===== src/rtl/fir_pkg.sv =====
// Shared constants and the sequencer state type for the 7-tap FIR filter subsystem.
package fir_pkg;

   localparam int unsigned N_TAPS         = 7;
   localparam int unsigned COEF_W         = 8;
   localparam int unsigned SAMPLE_W       = 8;
   localparam int unsigned FIR_PIPE_DEPTH = 4;
   localparam int unsigned TAP_W          = 3;

   typedef enum logic [1:0] {
      RUN,
      DRAIN,
      LOAD
   } state_e;

endpackage


===== src/rtl/fir_coef_bank.sv =====
// Coefficient register file: NUM_PROFILES x N_TAPS entries, synchronous write, asynchronous read.
// Writes to a nonexistent profile or to tap index 7 match no entry and are dropped.
module fir_coef_bank
   import fir_pkg::*;
#(
   parameter int unsigned NUM_PROFILES = 4,
   parameter int unsigned PW           = $clog2(NUM_PROFILES)
) (
   input  logic              clk,
   input  logic              rst,
   input  logic              i_wr_en,
   input  logic [PW-1:0]     i_wr_profile,
   input  logic [TAP_W-1:0]  i_wr_idx,
   input  logic [COEF_W-1:0] i_wr_data,
   input  logic [PW-1:0]     i_rd_profile,
   input  logic [TAP_W-1:0]  i_rd_idx,
   output logic [COEF_W-1:0] o_rd_data
);

   logic [COEF_W-1:0] r_mem [NUM_PROFILES][N_TAPS];

   // Storage: cleared on reset so it matches the filter's zeroed weights.
   always_ff @(posedge clk) begin
      for (int unsigned p = 0; p < NUM_PROFILES; p++) begin
         for (int unsigned t = 0; t < N_TAPS; t++) begin
            if (rst) begin
               r_mem[p][t] <= '0;
            end else if (i_wr_en && (i_wr_profile == PW'(p)) && (i_wr_idx == TAP_W'(t))) begin
               r_mem[p][t] <= i_wr_data;
            end
         end
      end
   end

   // Read mux: decoded compare avoids indexing past the populated profiles.
   always_comb begin
      o_rd_data = '0;
      for (int unsigned p = 0; p < NUM_PROFILES; p++) begin
         for (int unsigned t = 0; t < N_TAPS; t++) begin
            if ((i_rd_profile == PW'(p)) && (i_rd_idx == TAP_W'(t))) begin
               o_rd_data = r_mem[p][t];
            end
         end
      end
   end

endmodule


===== src/rtl/fir_coef_sequencer.sv =====
// Coefficient sequencer in front of the FIR filter: on a profile select it stalls samples,
// waits for the filter pipeline to flush, streams the 7 weights, then resumes pass-through.
module fir_coef_sequencer
   import fir_pkg::*;
#(
   parameter int unsigned NUM_PROFILES = 4,
   parameter int unsigned PW           = $clog2(NUM_PROFILES),
   parameter int unsigned FLUSH_CYCLES = FIR_PIPE_DEPTH
) (
   input  logic                clk,
   input  logic                rst,
   input  logic                cfg_wr_en,
   input  logic [PW-1:0]       cfg_profile,
   input  logic [TAP_W-1:0]    cfg_idx,
   input  logic [COEF_W-1:0]   cfg_data,
   input  logic                sel_valid,
   input  logic [PW-1:0]       sel_profile,
   output logic                sel_ready,
   output logic                sel_err,
   input  logic                in_valid,
   input  logic [SAMPLE_W-1:0] in_data,
   output logic                in_ready,
   output logic                fir_input_valid,
   output logic [SAMPLE_W-1:0] fir_input_data,
   input  logic                fir_input_ready,
   output logic                fir_weight_valid,
   output logic [TAP_W-1:0]    fir_weight_idx,
   output logic [COEF_W-1:0]   fir_weight_data,
   input  logic                fir_weight_ready,
   output logic                busy,
   output logic [PW-1:0]       active_profile
);

   localparam int unsigned      CW        = (FLUSH_CYCLES > 1) ? $clog2(FLUSH_CYCLES) : 1;
   localparam logic [CW-1:0]    FlushLast = CW'(FLUSH_CYCLES - 1);
   localparam logic [TAP_W-1:0] LastTap   = TAP_W'(N_TAPS - 1);

   state_e            r_state,          w_state_next;
   logic [CW-1:0]     r_flush_cnt,      w_flush_cnt_next;
   logic [TAP_W-1:0]  r_tap,            w_tap_next;
   logic [PW-1:0]     r_pend_profile,   w_pend_profile_next;
   logic [PW-1:0]     r_active_profile, w_active_profile_next;
   logic              r_sel_err,        w_sel_err_next;
   logic              w_sel_ok;
   logic [COEF_W-1:0] w_bank_data;

   fir_coef_bank #(
      .NUM_PROFILES (NUM_PROFILES),
      .PW           (PW)
   ) u_bank (
      .clk          (clk),
      .rst          (rst),
      .i_wr_en      (cfg_wr_en),
      .i_wr_profile (cfg_profile),
      .i_wr_idx     (cfg_idx),
      .i_wr_data    (cfg_data),
      .i_rd_profile (r_pend_profile),
      .i_rd_idx     (r_tap),
      .o_rd_data    (w_bank_data)
   );

   // Select range check: decoded so non-power-of-two profile counts need no compare tricks.
   always_comb begin
      w_sel_ok = 1'b0;
      for (int unsigned p = 0; p < NUM_PROFILES; p++) begin
         if (sel_profile == PW'(p)) begin
            w_sel_ok = 1'b1;
         end
      end
   end

   // State and datapath registers; reset aborts any drain or load in progress.
   always_ff @(posedge clk) begin
      if (rst) begin
         r_state          <= RUN;
         r_flush_cnt      <= '0;
         r_tap            <= '0;
         r_pend_profile   <= '0;
         r_active_profile <= '0;
         r_sel_err        <= 1'b0;
      end else begin
         r_state          <= w_state_next;
         r_flush_cnt      <= w_flush_cnt_next;
         r_tap            <= w_tap_next;
         r_pend_profile   <= w_pend_profile_next;
         r_active_profile <= w_active_profile_next;
         r_sel_err        <= w_sel_err_next;
      end
   end

   // Next-state logic and handshake outputs for RUN / DRAIN / LOAD.
   always_comb begin
      w_state_next          = r_state;
      w_flush_cnt_next      = r_flush_cnt;
      w_tap_next            = r_tap;
      w_pend_profile_next   = r_pend_profile;
      w_active_profile_next = r_active_profile;
      w_sel_err_next        = 1'b0;
      sel_ready             = 1'b0;
      in_ready              = 1'b0;
      fir_input_valid       = 1'b0;
      fir_input_data        = in_data;
      fir_weight_valid      = 1'b0;
      fir_weight_idx        = '0;
      fir_weight_data       = '0;

      unique case (r_state)
         RUN: begin
            sel_ready       = 1'b1;
            in_ready        = fir_input_ready;
            fir_input_valid = in_valid;
            if (sel_valid) begin
               if (w_sel_ok) begin
                  w_pend_profile_next = sel_profile;
                  w_flush_cnt_next    = '0;
                  w_state_next        = DRAIN;
               end else begin
                  // Invalid request is consumed and only flagged.
                  w_sel_err_next = 1'b1;
               end
            end
         end
         DRAIN: begin
            w_flush_cnt_next = r_flush_cnt + CW'(1);
            if (r_flush_cnt == FlushLast) begin
               w_tap_next   = '0;
               w_state_next = LOAD;
            end
         end
         LOAD: begin
            fir_weight_valid = 1'b1;
            fir_weight_idx   = r_tap;
            fir_weight_data  = w_bank_data;
            if (fir_weight_ready) begin
               if (r_tap == LastTap) begin
                  w_active_profile_next = r_pend_profile;
                  w_state_next          = RUN;
               end else begin
                  w_tap_next = r_tap + TAP_W'(1);
               end
            end
         end
         default: begin
            w_state_next = RUN;
         end
      endcase
   end

   assign busy           = (r_state != RUN);
   assign sel_err        = r_sel_err;
   assign active_profile = r_active_profile;

endmodule


===== config.mk =====
export PLATFORM = sky130hd
export DESIGN_NAME = fir_coef_sequencer
export DESIGN_NICKNAME = d
export VERILOG_FILES = /design/src/rtl/fir_pkg.sv /design/src/rtl/fir_coef_bank.sv /design/src/rtl/fir_coef_sequencer.sv
export SDC_FILE = /design/constraint.sdc
export NUM_CORES = 1
export LEC_CHECK = 0
export BUFFER_PORTS_ARGS = -buffer_cell sky130_fd_sc_hd__clkbuf_2
export CAP_MARGIN = 20
export CORE_ASPECT_RATIO = 1.2
export CORE_MARGIN = 3
export CORE_UTILIZATION = 55
export CTS_CLUSTER_DIAMETER = 40
export CTS_CLUSTER_SIZE = 12
export DETAILED_ROUTE_END_ITERATION = 12
export GPL_TIMING_DRIVEN = 0
export PLACE_DENSITY_LB_ADDON = 0.1
export SYNTH_ARGS = -nofsm -noshare
export SYNTH_HDL_FRONTEND = slang
export SYNTH_HIERARCHICAL = 1
export SYNTH_SLANG_ARGS = --single-unit

===== constraint.sdc =====
create_clock -name clk -period 2.5 [get_ports clk]
set_input_delay 0.25 -clock clk [delete_from_list [all_inputs] [get_ports clk]]
set_output_delay 0.25 -clock clk [all_outputs]
set_load 0.01 [all_outputs]

==> results.ini <==
[outcome]
run_status=complete, but fails checks
violations=negative setup slack

[drt]
num_vias=9570
first_pass_iters=6
drt-total-wl_microns=44000
post_detailed_route_wirelength_per_cell_microns=30.2
drt_iter0_drc=1429
route.detailed.vias_per_inst=6.58
final_antenna_net_count=0
detail_route.drc_violations=0

[synth]
number_of_flops_mapped_to_enable_cells_by_yosys=224
most_frequent_cell_after_synthesis=sky130_fd_sc_hd__and2_1
synthesis.instances=1062
syn-mean-instance-area_sq_um=11.5
synth-async-reset-ratio_pct=0
syn-num-nets=1095
area_of_the_mapped_netlist_sq_um=12200
synth-seq-area-share_pct=57.1
synth_flop_cell=sky130_fd_sc_hd__edfxtp_1
ys.warnings.count=6
yosysUniqueCellTypes=79
yosysTopAreaCell=sky130_fd_sc_hd__edfxtp_1
synth_top_area_share_pct=55.2
netlist_top_cells_count=239 x sky130_fd_sc_hd__and2_1, 224 x sky130_fd_sc_hd__edfxtp_1, 74 x sky130_fd_sc_hd__nor2_1, 47 x sky130_fd_sc_hd__o21ai_0, 42 x sky130_fd_sc_hd__a21oi_1
synth.area.top_cells=sky130_fd_sc_hd__edfxtp_1 55%, sky130_fd_sc_hd__and2_1 12%, sky130_fd_sc_hd__mux2i_1 2.5%
ys_ff_latch=236

[die]
number_of_standard_cell_rows_in_the_floorplan=59
design.die.area_sq_um=24000
ioPinCount=57
die_height_microns=169
start_util_pct=56.0
core_region_sq_um=21800
die_x_microns=142

[clock_network]
clock_sink_count=236
worst_setup_hold_path_clk_slew_ns=0.06
htreeDepth=1
tritoncts=built
cts_made_buffers=31
clk_path_buf_depth=3
worstSkewPairLatency_ns=0.56
cts.root.buffer_cell=sky130_fd_sc_hd__clkbuf_16

[worst_setup_path]
setup_slack_of_the_worst_register_to_register_path_ns=0.97
max_stage_delay_ns=0.40
crit_arrival_ns=3.01
rr_startpoint=r_tap[0]
cell_mode_on_critical_path=sky130_fd_sc_hd__buf_12
path_max_fanout=6
crit_path_top_delay_cell=sky130_fd_sc_hd__dfxtp_4
critical_path_start_type=register
cp.required_ns=2.25
worst_r2r_endpoint=r_tap[0]
worst-r2r-cell-count=6
critical_path.top_delay_family=compound AO/OA/AOI/OAI gates
endpoint_kind=output pin
crit_type=reg2out
worstPathCellList=buf_12 > buf_12 > buf_12 > bufbuf_16 > o21ai_0 > nand2_1 > o211ai_1 > a21oi_1 > o31ai_4 > a21oi_2 > and2_1 > clkbuf_2
worstPathBufferInverterCount=5

[sta]
hold_violations=0
relative_slew_slack_pct=32.1
max_clock_freq_ghz=0.307
setup_tns_ns=-5.44
layout_setup_ws_ns=-0.763
finalMaxSlewViolations=0
finClkSkew_ns=0.00246
worstMarginPinSlew_ns=1.02
rsz0062_at_grt=yes
min_period_over_period_pct=131
finalWorstPathRequiredPeriod_ns=3.26
finalSetupViolCount=8

[placed_design]
dp_slack_ns=-1.15
globalplace.congestion=1.02
detailedPlacementHpwl_microns=30000
place_inst=1381
portBuffers=45

[global_route]
vias_in_the_first_global_route=9253
grt_antenna_before_repair=1
grt_max_degree=16
first_pass_grt_wire_length_microns=62400
grt_use_total_pct=36.2
grt.overflow.total=0

[cells_and_area]
diodes=0
stdcell_count=1455
final_nets=1191
layout-drive-gt1-share_pct=22.6
flow.area_growth_from_synthesis_pct=21.5

[worst_hold_path]
holdCritStartpoint=sel_valid
hold_depth=3
hold-path-endpoint=r_state[0]
min_path_type=in2reg

[power_and_ir_drop]
power_mw=9.88
power_density_nw_per_um2=667
p_leak_nw=5.30
vdd.ir_drop.worst_uv=609

[flow_run]
cap_viol_max_count=0

worst max-delay path by stage:
stage | start | to | slack, ns | depth (start not counted)
finish | r_tap[0] | fir_weight_data[4] | -0.76 | 12
global route | r_tap[0] | fir_weight_data[4] | -0.78 | 10
CTS | r_tap[0] | fir_weight_data[4] | -0.75 | 10
detailed placement | r_tap[2] | fir_weight_data[0] | -1.15 | 10
global placement | r_tap[2] | fir_weight_data[0] | -1.22 | 10
floorplan | r_tap[0] | fir_weight_data[7] | 0.24 | 8
metal layers:
layer	vias up	GRT usage, %	part of all wire, %
met5	-	0	0.032
met4	2	18.9	5.7
met3	181	8.00	11
met2	726	55.7	46
met1	4582	48.4	37
li1	4079	-	-
flip-flops by register name, summed over array words and instances, names as in the netlist:
| name | flops |
|---|---|
| active_profile | 2 |
| r_flush_cnt | 2 |
| r_pend_profile | 2 |
| r_state | 2 |
| r_tap | 3 |
| sel_err | 1 |
| u_bank/r_mem | 224 |
kinds of logic (layout without fill, tap and decap cells):
logic type      Yosys count  count (layout)  synth area share [%]
buf+inv                 102             221                  4.10
simple gates            437             437                  20.8
mux                      46              46                  4.24
xor+xnor                  1               1                0.0718
flops                   236             236                  57.1
other cells               1               1                0.0307
fa+ha+maj                 3               3                 0.308
compound gates          236             236                  13.3
layout make-up:
cell class	count	area (sq um)
Sequential cell	236	6980
Fill cell	1655	6960
Multi-Input combinational cell	724	5200
Clock buffer	38	812
Buffer	82	663
Timing Repair Buffer	66	494
Tap cell	274	343
Clock inverter	18	254
Inverter	17	67.6
per-stage QoR:
stage          instance area, sq um  utilization, %  hold WS [ns]
2_1_floorplan                 12200               -         0.397
6_report                      14800            68.0        0.0301
3_3_place_gp                  12800            58.6         0.460
5_1_grt                       14800            68.0        0.0446
4_1_cts                       14500            66.7        0.0181
3_5_place_dp                  12800            58.6         0.472
power by group:
part / total [mW] / switching (mW) / leakage, nW / internal [mW]
combinational: 0.657 / 0.443 / 2.55 / 0.213
clock: 4.58 / 1.74 / 0.517 / 2.85
sequential: 4.64 / 0.103 / 2.24 / 4.54
total: 9.88 / 2.28 / 5.30 / 7.60
cells in the final DEF, fill, tap and decap left out, drive strengths merged, types with 23 or more instances in the layout:
cell	synthesis	final
buf	45	65
edfxtp	224	224
inv	17	23
nor2	74	74
a21oi	42	42
o21ai	48	48
clkbuf	40	117
nand2	35	35
o21bai	23	23
mux2i	31	31
and2	239	239
what timing repair did:
item,4_1_cts,5_1_grt
buffers inserted,6,9
endpoints found under the hold margin,2,0
pin swaps,10,15
hold buffers,2,0
cloned,4,0
endpoints found under the setup margin,8,8
gates resized for setup,134,65
worst register-to-register path, cell delays in order, from the launching register on:
cell	delay (ns)
sky130_fd_sc_hd__dfxtp_4	0.45
sky130_fd_sc_hd__buf_4	0.18
sky130_fd_sc_hd__inv_1	0.06
sky130_fd_sc_hd__ha_1	0.23
sky130_fd_sc_hd__nand2_1	0.12
sky130_fd_sc_hd__nor4b_1	0.28
sky130_fd_sc_hd__a31o_1	0.15
Note: power is estimated with default switching activity, not from simulation.
